## config.mk

```make
export PLATFORM = sky130hd
export DESIGN_NAME = cfg_frame_loader
export DESIGN_NICKNAME = d
export VERILOG_FILES = /design/src/rtl/cfg_frame_loader.sv
export SDC_FILE = /design/constraint.sdc
export NUM_CORES = 1
export LEC_CHECK = 0
export ABC_AREA = 1
export CAP_MARGIN = 20
export CORE_UTILIZATION = 51
export CTS_CLUSTER_SIZE = 16
export DETAILED_ROUTE_END_ITERATION = 7
export PLACE_DENSITY_LB_ADDON = 0.3
export SKIP_LAST_GASP = 1
export SYNTH_ARGS = -nofsm -noshare
export SYNTH_HDL_FRONTEND = slang
export SYNTH_SLANG_ARGS = --single-unit
```

## constraint.sdc

```tcl
create_clock -name CLK -period 8.55 [get_ports CLK]
set_input_delay 2.565 -clock CLK [delete_from_list [all_inputs] [get_ports CLK]]
set_output_delay 2.565 -clock CLK [all_outputs]
set_load 0.005 [all_outputs]
```

## src/rtl/cfg_frame_loader.sv

```systemverilog
// Purpose: assembles configuration frames from a word stream and fires one latch-enable strobe per frame.
// Latency: strobe and FrameData are valid the cycle after the last data word of a frame is accepted.
// Backpressure: WordReady drops for exactly the one strobe cycle per frame; WordValid gaps simply stall the FSM.
module cfg_frame_loader #(
    parameter int WORD_WIDTH        = 32,
    parameter int NUM_ROWS          = 4,
    parameter int NUM_COLUMNS       = 8,
    parameter int FRAMES_PER_COLUMN = 20,
    parameter logic [WORD_WIDTH-1:0] SYNC_WORD   = 32'hFAB0_FAB1,
    parameter logic [WORD_WIDTH-1:0] DESYNC_WORD = 32'hFAB0_DE5C
) (
    input  logic                                       CLK,
    input  logic                                       RESET,
    input  logic [WORD_WIDTH-1:0]                      WordData,
    input  logic                                       WordValid,
    output logic                                       WordReady,
    output logic [NUM_ROWS*WORD_WIDTH-1:0]             FrameData,
    output logic [NUM_COLUMNS*FRAMES_PER_COLUMN-1:0]   FrameStrobe,
    output logic                                       ConfigActive,
    output logic [15:0]                                FrameCount,
    output logic                                       Error
);

    localparam int STROBE_W = NUM_COLUMNS * FRAMES_PER_COLUMN;
    localparam int ROW_W    = (NUM_ROWS > 1) ? $clog2(NUM_ROWS) : 1;
    localparam logic [ROW_W-1:0] LAST_ROW = ROW_W'(NUM_ROWS - 1);

    typedef enum logic [1:0] {IDLE, HDR, DATA, STROBE} state_t;

    state_t             state;
    logic [ROW_W-1:0]   row_cnt;
    logic [7:0]         col_q;
    logic [7:0]         frm_q;
    logic               frame_bad;

    logic               accept;
    logic [7:0]         hdr_col;
    logic [7:0]         hdr_frm;
    logic               hdr_bad;
    logic [31:0]        strobe_idx;
    logic [STROBE_W-1:0] strobe_next;

    // Handshake qualification, header field decode and one-hot strobe pattern for the latched header.
    always_comb begin
        accept      = WordValid & WordReady;
        hdr_col     = WordData[15:8];
        hdr_frm     = WordData[7:0];
        hdr_bad     = (32'(hdr_col) >= 32'(NUM_COLUMNS)) ||
                      (32'(hdr_frm) >= 32'(FRAMES_PER_COLUMN));
        strobe_idx  = 32'(col_q) * 32'(FRAMES_PER_COLUMN) + 32'(frm_q);
        strobe_next = STROBE_W'(1) << strobe_idx;
    end

    // Loader FSM; every output is a register so the latch enables never glitch.
    always_ff @(posedge CLK) begin
        if (RESET) begin
            state        <= IDLE;
            WordReady    <= 1'b1;
            FrameData    <= '0;
            FrameStrobe  <= '0;
            FrameCount   <= '0;
            Error        <= 1'b0;
            ConfigActive <= 1'b0;
            row_cnt      <= '0;
            col_q        <= '0;
            frm_q        <= '0;
            frame_bad    <= 1'b0;
        end else begin
            FrameStrobe <= '0;
            case (state)
                IDLE: begin
                    // Anything but the sync word is dropped before configuration mode.
                    if (accept && WordData == SYNC_WORD) begin
                        state        <= HDR;
                        FrameCount   <= '0;
                        Error        <= 1'b0;
                        ConfigActive <= 1'b1;
                    end
                end
                HDR: begin
                    if (accept) begin
                        if (WordData == DESYNC_WORD) begin
                            state        <= IDLE;
                            ConfigActive <= 1'b0;
                        end else begin
                            // A bad header still consumes its data words to keep the stream aligned.
                            col_q     <= hdr_col;
                            frm_q     <= hdr_frm;
                            frame_bad <= hdr_bad;
                            if (hdr_bad) begin
                                Error <= 1'b1;
                            end
                            row_cnt <= '0;
                            state   <= DATA;
                        end
                    end
                end
                DATA: begin
                    if (accept) begin
                        FrameData[row_cnt*WORD_WIDTH +: WORD_WIDTH] <= WordData;
                        if (row_cnt == LAST_ROW) begin
                            row_cnt <= '0;
                            if (frame_bad) begin
                                state <= HDR;
                            end else begin
                                state       <= STROBE;
                                WordReady   <= 1'b0;
                                FrameStrobe <= strobe_next;
                                if (FrameCount != 16'hFFFF) begin
                                    FrameCount <= FrameCount + 16'd1;
                                end
                            end
                        end else begin
                            row_cnt <= row_cnt + ROW_W'(1);
                        end
                    end
                end
                STROBE: begin
                    state     <= HDR;
                    WordReady <= 1'b1;
                end
                default: begin
                    state <= IDLE;
                end
            endcase
        end
    end

endmodule

```

* Yosys cells after proc, flatten, opt, wreduce, memory -nomap -nowiden *
Index checks and enable logic that the tools add are counted.

word-level totals
  ROM bits = 0
  memories = 0
  output and inout bits = 307
  bits in writable memories = 0
  bits in registers = 328
  bits in latches = 0

cells by class
  bitwise logic cells = 5
  equal/unequal tests = 16
  $mul = 1
  $add $sub $neg = 4
  reduce and logical (&&, ||, !) cells = 16
  multiplexer cells = 32
  div/mod/pow operators = 0
  shift-type cells = 3
  order comparisons = 2

operators by type and width
  kind                                                                                  count
  1-bit by 14-bit << shifter with 160-bit output (first input constant)                 1
  128-bit bitwise mux                                                                   1
  32-bit by 34-bit variable shift with 128-bit output (first input constant)            1
  32-bit by 34-bit indexed part select with 128-bit output                              1
  16-bit two-way mux                                                                    5
  32-bit == test (second input constant)                                                2
  7-bit negation with 34-bit output                                                     1
  16-bit one-hot mux with 2 select lines                                                1
  2-bit two-way mux                                                                     10
  2-bit inequality test (second input constant)                                         9
  16-bit by 1-bit adder with 16-bit output (second input constant)                      1
  16-bit inequality test (second input constant)                                        1
  4-bit AND reduction                                                                   4
  13-bit by 8-bit adder with 14-bit output                                              1
  8-bit by 3-bit multiplier with 11-bit output (second input constant)                  1
  1-bit two-way mux                                                                     10
  8-bit by 4-bit greater-or-equal comparator with 1-bit output (second input constant)  1
  8-bit by 5-bit greater-or-equal comparator with 1-bit output (second input constant)  1
  2-bit one-hot mux with 4 select lines                                                 1
  2-bit nonzero test                                                                    4
  2-bit == test (second input constant)                                                 3
  1-bit one-hot mux with 2 select lines                                                 3
  6-bit AND reduction                                                                   1
  5-bit AND reduction                                                                   1
  other kinds (11)                                                                      14

* Longest topological paths before layout *
Gate-level depths: netlist of run 1.

  depth in word-level cells = 6
  depth in mapped cells = 15

* Least setup slack after synthesis of run 1 *
Ideal clock, no wire load.

  kind = in2reg
  from = input WordData[6]
  to = register FrameCount[10]
  data arrival time = 3.803 ns
  library setup time = 0.132 ns
  buffers on the path = 2
  stages on the path = 12
  required time = 8.418 ns
  setup slack = 4.615 ns
  path through = clkbuf_1 -> nor4_1 -> nand3_1 -> nor2_1 -> nand2_1 -> nand2_1 -> nand2_1 -> inv_2 -> nand2_2 -> buf_6 -> nand2_1 -> a21oi_1

between the ends
  word-level cells in the longest chain between the ends = 4

ends and longest elaborated chain
  what                                    line  source
  from (decl)                             14    input logic [WORD_WIDTH-1:0] WordData,
  32-bit == test                          73    if (accept && WordData == SYNC_WORD) begin
  1-bit logical AND                       73
  2-bit inequality test (no source line)  n/a
  6-bit AND reduction (no source line)    n/a
  to (signal assigned)                    110   FrameCount <= FrameCount + 16'd1;
  to (decl)                               20    output logic [15:0] FrameCount,

No other way between the ends.
A chain may end at the register's enable or synchronous reset.

* Worst setup path after layout of run 1 *
  from = input WordData[29]
  to = register FrameCount[0]

The elaborated chain is that of the path after synthesis.

==> impl_metrics.env, run 1 <==
export IMPL_synthTopCellsByCount="328 x dfxtp_1, 250 x nor2_1, 141 x a21oi_1, 139 x nand2_1, 109 x nand4_1"
export IMPL_min_period_over_period_pct=56.68
export IMPL_status="finished, final reports clean"
export IMPL_synth_top_area_share_pct=54.42
export IMPL_yosysMostFrequentCell="dfxtp_1"
export IMPL_relSlewSlack_pct=28.26
export IMPL_yosys_top_cells_area="dfxtp_1 54%, nor2_1 7.8%, a21oi_1 5.8%"
export IMPL_drt_iter0_drc=933
export IMPL_rsz0062_at_grt="false"
export IMPL_vdd_ir_drop_max_mv=0.1905
export IMPL_cp_slowest_cell="nor4_1"
export IMPL_die_area_sq_mm=0.02428
export IMPL_htreeDepth=2
export IMPL_overflow=0
export IMPL_dp_hpwl_mm=25.77
export IMPL_cts_made_buffers=34
export IMPL_first_pass_iters=5
export IMPL_p_int_mw=2.451
export IMPL_num_nets_final=1785
export IMPL_cp_data_required_time_ns=8.94
export IMPL_maxCapViolations=0
export IMPL_p_per_area_mw_per_mm2=195.5
export IMPL_crit_chain="clkdlybuf4s50_1 -> nand3_1 -> nor4_1 -> nand2_1 -> nand2_1 -> nand2_1 -> inv_2 -> nand2_2 -> o21ai_1 -> nor2_1"
export IMPL_ios=342
export IMPL_crit_type="input pin to flop"
export IMPL_grt_usage_pct=31.70
export IMPL_clock_latency_ns=0.51
export IMPL_setup_viol=0
export IMPL_antenna_found_initial=0
export IMPL_worstPathMaxFanout=18
export IMPL_synth_simple_gate_area_share_pct=22.84
export IMPL_yosysTopAreaCell="dfxtp_1"
export IMPL_num_rows=55
export IMPL_cts_tree="yes"
export IMPL_avgSynthCellArea_sq_um=8.444
export IMPL_worst_pin_slew_ns=1.075
export IMPL_cts_root_buf="clkbuf_16"
export IMPL_grt_max_degree=80
export IMPL_synthAdderAreaFrac_pct=3.443
export IMPL_crit_cells=10
export IMPL_worstSetupEndpointType="flop"
export IMPL_syn_to_final_growth_pct=38.97
export IMPL_grt_pass1_wl_mm=60.47
export IMPL_crit_family="simple AND/OR/NAND/NOR gates"
export IMPL_die_width_microns=155.8
export IMPL_synth_ff_type="dfxtp_1"
export IMPL_cts_hold_buffers=0
export IMPL_synth_xor_area_share_pct=1.452
export IMPL_finalHoldViolCount=0
export IMPL_clkSinkCount=328
export IMPL_ys_async_sr_fraction_pct=0
export IMPL_drive_above_1_share_pct=5.517
export IMPL_synth_edf_count=0
export IMPL_r2r_cells=14
export IMPL_first_global_vias=10950
export IMPL_synth_top_family_by_area="simple AND/OR/NAND/NOR gates"
export IMPL_slowest_delay_ns=0.76
export IMPL_syn_area_sq_mm=0.01207
export IMPL_dpl_cell_area_sq_mm=0.01562
export IMPL_ys_seq_area_share_pct=54.42
export IMPL_hold_depth=2
export IMPL_clockBufferDepth=3
export IMPL_drc=0
export IMPL_routed_wl_mm=39.10
export IMPL_synth_mux_area_share_pct=0
export IMPL_ctsResizeCount=0
export IMPL_synth_seq_cells=328
export IMPL_start_util_pct=52.66
export IMPL_seqPwrFrac_pct=47.3
export IMPL_crit_path_frequent_cell="nand2_1"
export IMPL_fmax_ghz=0.2064
export IMPL_gp_congestion=0.8782
export IMPL_synth_compound_area_share_pct=12.36
export IMPL_yosys_warnings=0
export IMPL_p_switching_mw=0.8268
export IMPL_slew_violations=0
export IMPL_vias=11520
export IMPL_via_per_inst=5.610
export IMPL_diodes=0
export IMPL_final_area_sq_mm=0.01677
export IMPL_cp_arrival_ns=5.24
export IMPL_critPathBufInv=2
export IMPL_antenna_left=0
export IMPL_p_clk_share_pct=43.8
export IMPL_port_buffers=341
export IMPL_core_area_sq_mm=0.02292
export IMPL_clk_pin_slew_worst_paths_ns=0.06
export IMPL_fin_setup_tns_ns=0
export IMPL_synth_distinct_cells=37
export IMPL_critPathLaunchType="input pin"
export IMPL_syn_nets=1496
export IMPL_wl_per_cell_microns=19.05
export IMPL_p_leak_nw=6.031
export IMPL_die_h_microns=155.8
export IMPL_swShare_pct=25.23
export IMPL_layout_min_cycle_time_ns=4.846
export IMPL_min_path_type="flop to flop"
export IMPL_netlist_instances=1429
export IMPL_fin_skew_ns=0.01470
export IMPL_comb_power_share_pct=8.9
export IMPL_cts_setup_buffers=0
metal layers:
layer	GRT usage [%]	wire length (microns)
met1	37.88	14650
met2	53.19	18510
met3	7.611	4035
met4	15.87	1913
met5	0	0
cell type report:
| class | instances | area [sq um] |
|---|---|---|
| clock buffers | 48 | 983.4 |
| clock inverters | 10 | 103.9 |
| fillers | 1642 | 6147 |
| inverters | 66 | 247.7 |
| multi-input cells | 929 | 4868 |
| flip-flops and latches | 328 | 6568 |
| well taps | 313 | 391.6 |
| repair buffers | 359 | 3606 |
worst min-delay path, stage by stage (launching register included):
cell	delay (ns)
dfxtp_1	0.31
inv_1	0.05
a21oi_1	0.06
through the flow:
step | cells | hold slack, ns | util, % | total power [mW] | setup WS, ns
after floorplan | 1429 | 0.4274 | - | 1.758 | 4.615
after global placement | 1990 | 0.4407 | 67.99 | 1.856 | 2.884
after detailed placement | 1992 | 0.4492 | 68.18 | 1.862 | 2.908
after CTS | 2050 | 0.4571 | 72.92 | 3.273 | 3.450
after global routing | 2053 | 0.4850 | 73.18 | 3.372 | 3.613
final | 2053 | 0.4576 | 73.18 | 3.277 | 3.704
state kept, by name, summed over array words and instances, names as in the netlist:
signal / cells
FrameStrobe: 160
FrameData: 128
FrameCount: 16
col_q: 8
frm_q: 8
row_cnt: 2
state: 2
ConfigActive: 1
Error: 1
WordReady: 1
frame_bad: 1
placed cells by master (no fill, tap or decap), types with 3 or more instances in the layout:
master	instances
dfxtp_1	327
xor2_1	11
inv_6	3
nand3_1	72
nor4_1	7
buf_8	3
o211a_1	14
nor3_1	10
clkinv_2	3
a21oi_1	141
o21ai_0	95
buf_4	13
clkbuf_1	6
inv_1	63
nand2_2	3
nand2_1	137
nand4_1	109
clkbuf_16	34
clkbuf_8	8
xnor2_1	7
clkdlybuf4s50_1	340
ha_1	30
nor2_1	248
nor2_4	8
nor3b_1	3
a211oi_1	15
cell families (layout without fill, tap and decap cells):
| logic type | Yosys count | in the layout |
|---|---|---|
| buffers and inverters | 172 | 483 |
| adders and majority gates | 32 | 32 |
| AOI/OAI and AO/OA | 272 | 272 |
| and+or+nand+nor | 605 | 605 |
| DFF | 328 | 328 |
| xor gates and xnor gates | 20 | 20 |
power by group through the flow:
| stage | registers, mW | logic (mW) | clock network [mW] |
|---|---|---|---|
| 6_report | 1.55 | 0.292 | 1.44 |
| 5_1_grt | 1.55 | 0.313 | 1.51 |
| 4_1_cts | 1.55 | 0.281 | 1.44 |
| 3_5_place_dp | 1.58 | 0.279 | 0 |
| 3_3_place_gp | 1.58 | 0.273 | 0 |
| 2_1_floorplan | 1.58 | 0.177 | 0 |
path summary, 6_finish.rpt:
check / start / end / slack (ns)
worst max-delay path: WordData[29] / FrameCount[0]$_SDFFE_PP0P_ / 3.70
worst min-delay path: Error$_SDFFE_PP0P_ / Error$_SDFFE_PP0P_ / 0.46
worst max register to register: col_q[1]$_SDFFE_PP0P_ / FrameStrobe[17]$_SDFF_PP0_ / 4.71
worst min register to register: Error$_SDFFE_PP0P_ / Error$_SDFFE_PP0P_ / 0.46
(Power assumes the default switching activity.)
==> inputs of run 2 (changes only) <==
CORE_UTILIZATION = 48   (was 51)
clock period = 4.64 ns   (was 8.55 ns; I/O delays follow)
==> run 2 against run 1 <==
Global-route usage shrank 1.3 points; wire length rose by 3.0%; die area up 6.2%; sequential share of layout area down 0.096 points; utilization shrank 4.5 points; sequential power up 85%; combinational power increased by 92%; final cell count up 1.4%; count of clock-buffer cells in the layout up 3; clock skew rose by 0.0064 ns; critical path type is now flop to flop; largest power group unchanged; highest routed layer unchanged.
==> impl_metrics.env, run 2 (same netlist as run 1, synthesis figures left out) <==
export IMPL_fin_setup_tns_ns=0
export IMPL_status="finished, final reports clean"
export IMPL_crit_type="flop to flop"
export IMPL_cts_hold_buffers=0
export IMPL_final_area_sq_mm=0.01681
export IMPL_fin_skew_ns=0.02106
export IMPL_grt_pass1_wl_mm=61.39
export IMPL_worstSetupEndpointType="flop"
export IMPL_power_mw=5.988
export IMPL_wl_per_cell_microns=19.35
export IMPL_routed_wl_mm=40.27
export IMPL_min_period_over_period_pct=78.33
export IMPL_via_per_inst=5.594
export IMPL_start_util_pct=49.33
export IMPL_r2r_cells=14
export IMPL_cts_made_buffers=34
export IMPL_core_area_sq_mm=0.02446
export IMPL_p_per_area_mw_per_mm2=356.2
export IMPL_worst_pin_slew_ns=1.087
export IMPL_layout_min_cycle_time_ns=3.635
export IMPL_dpl_cell_area_sq_mm=0.01577
export IMPL_cts_tree="yes"
export IMPL_mostFrequentLayoutCells="340 x clkdlybuf4s50_1, 327 x dfxtp_1, 248 x nor2_1, 141 x a21oi_1, 137 x nand2_1"
export IMPL_multi_input_area_sq_mm=0.004868
export IMPL_clock_latency_ns=0.52
export IMPL_crit_chain="ha_1 -> ha_1 -> fa_1 -> xor2_1 -> ha_1 -> a21oi_1 -> o21ai_0 -> nor2_1 -> inv_1 -> o21bai_2 -> nand4_1 -> nor2_4 -> nand4_1 -> nor2_1"
export IMPL_num_rows=57
export IMPL_hold_path_end="frame_bad$_SDFFE_PP0P_"
export IMPL_clockBufferDepth=3
export IMPL_clkSinkCount=328
export IMPL_vias=11640
export IMPL_grt_usage_pct=30.38
export IMPL_grt_max_degree=78
export IMPL_r2r_end="FrameStrobe[147]$_SDFF_PP0_"
export IMPL_final_common_cell="clkdlybuf4s50_1"
export IMPL_drt_iter0_drc=965
export IMPL_first_global_vias=11030
export IMPL_min_path_type="flop to flop"
export IMPL_worstPathMaxFanout=8
export IMPL_reg_top3="FrameStrobe: 160 flops, FrameData: 128 flops, FrameCount: 16 flops"
export IMPL_die_width_microns=160.6
export IMPL_ios=342
export IMPL_p_leak_nw=6.072
export IMPL_die_area_sq_mm=0.02578
export IMPL_relSlewSlack_pct=27.45
export IMPL_crit_path_frequent_cell="ha_1"
export IMPL_vdd_ir_drop_max_mv=0.3152
export IMPL_syn_to_final_growth_pct=39.31
export IMPL_num_nets_final=1802
export IMPL_slew_violations=0
export IMPL_diodes=0
export IMPL_cp_slowest_cell="dfxtp_1"
export IMPL_maxCapViolations=0
export IMPL_seq_area_sq_mm=0.006568
export IMPL_drive_above_1_share_pct=6.204
export IMPL_ctsResizeCount=0
export IMPL_clk_pin_slew_worst_paths_ns=0.06
export IMPL_die_h_microns=160.6
export IMPL_finalHoldViolCount=0
export IMPL_reg2reg_slack_ns=1.01
export IMPL_drc=0
export IMPL_top_register="FrameStrobe"
export IMPL_overflow=0
export IMPL_cts_root_buf="clkbuf_16"
export IMPL_setup_viol=0
export IMPL_largest_reg_flops=160
export IMPL_htreeDepth=2
export IMPL_first_pass_iters=6
export IMPL_gp_congestion=0.8787
export IMPL_fmax_ghz=0.2751
export IMPL_antenna_left=0
export IMPL_hp_start="frame_bad$_SDFFE_PP0P_"
export IMPL_hold_depth=2
export IMPL_antenna_found_initial=0
export IMPL_cp_arrival_ns=4.06
export IMPL_cts_setup_buffers=0
export IMPL_rsz0062_at_grt="false"
export IMPL_r2r_start="col_q[1]$_SDFFE_PP0P_"
export IMPL_fillerInstances=1888
export IMPL_slowest_delay_ns=0.42
export IMPL_dp_hpwl_mm=26.75
export IMPL_port_buffers=341
export IMPL_cp_data_required_time_ns=5.06
export IMPL_critPathLaunchType="flop"
## run 2: worst max-delay path: cells and delay by family (launching register included)
family / cells / cell delay (ns)
AO/OA/AOI/OAI: 3 / 0.44
buffers and inverters: 1 / 0.07
XOR/XNOR: 1 / 0.16
AND/OR/NAND/NOR: 5 / 1.20
adder cells (fa/ha/maj): 4 / 1.26
flip-flops: 1 / 0.42
## run 2: how the worst max path moves through the flow
stage / from / to
after floorplan: col_q[1]$_SDFFE_PP0P_ / FrameStrobe[0]$_SDFF_PP0_
after global placement: WordData[22] / FrameCount[1]$_SDFFE_PP0P_
after detailed placement: WordData[14] / col_q[5]$_SDFFE_PP0P_
after CTS: col_q[1]$_SDFFE_PP0P_ / FrameStrobe[77]$_SDFF_PP0_
after global routing: col_q[1]$_SDFFE_PP0P_ / FrameStrobe[108]$_SDFF_PP0_
final: col_q[1]$_SDFFE_PP0P_ / FrameStrobe[147]$_SDFF_PP0_
## run 2: layout make-up
class                      count  area share [%]
sequential                   328           39.07
multi-input combinational    929           28.96
timing repair buffer         376           21.91
clock buffer                  51           5.925
tap                          324           2.412
inverter                      66           1.474
clock inverter                 7          0.2456
## run 2: layer usage
layer | track usage, % | part of all wire [%] | vias up
met3 | 8.316 | 9.6 | 126
li1 | - | - | 5451
met1 | 36.54 | 39 | 5447
met2 | 50.00 | 47 | 618
met5 | 0 | 0 | -
met4 | 14.98 | 4.6 | 0
## run 2: power by group
part | leakage (nW) | internal [mW] | total [mW] | switching, mW
Sequential | 2.64 | 2.84 | 2.86 | 0.0179
Clock | 0.510 | 1.48 | 2.57 | 1.09
Combinational | 2.92 | 0.142 | 0.560 | 0.418
Total | 6.07 | 4.46 | 5.99 | 1.53
## run 2: stage by stage
stage / instances / worst slack [ns] / hold slack (ns) / util (%)
after floorplan: 1429 / 1.624 / 0.4274 / -
after global placement: 2023 / 0.8748 / 0.4412 / 64.48
after detailed placement: 2023 / 0.8202 / 0.4469 / 64.48
after CTS: 2081 / 1.002 / 0.4570 / 68.72
after global routing: 2081 / 0.6683 / 0.4838 / 68.72
final: 2081 / 1.005 / 0.4571 / 68.72
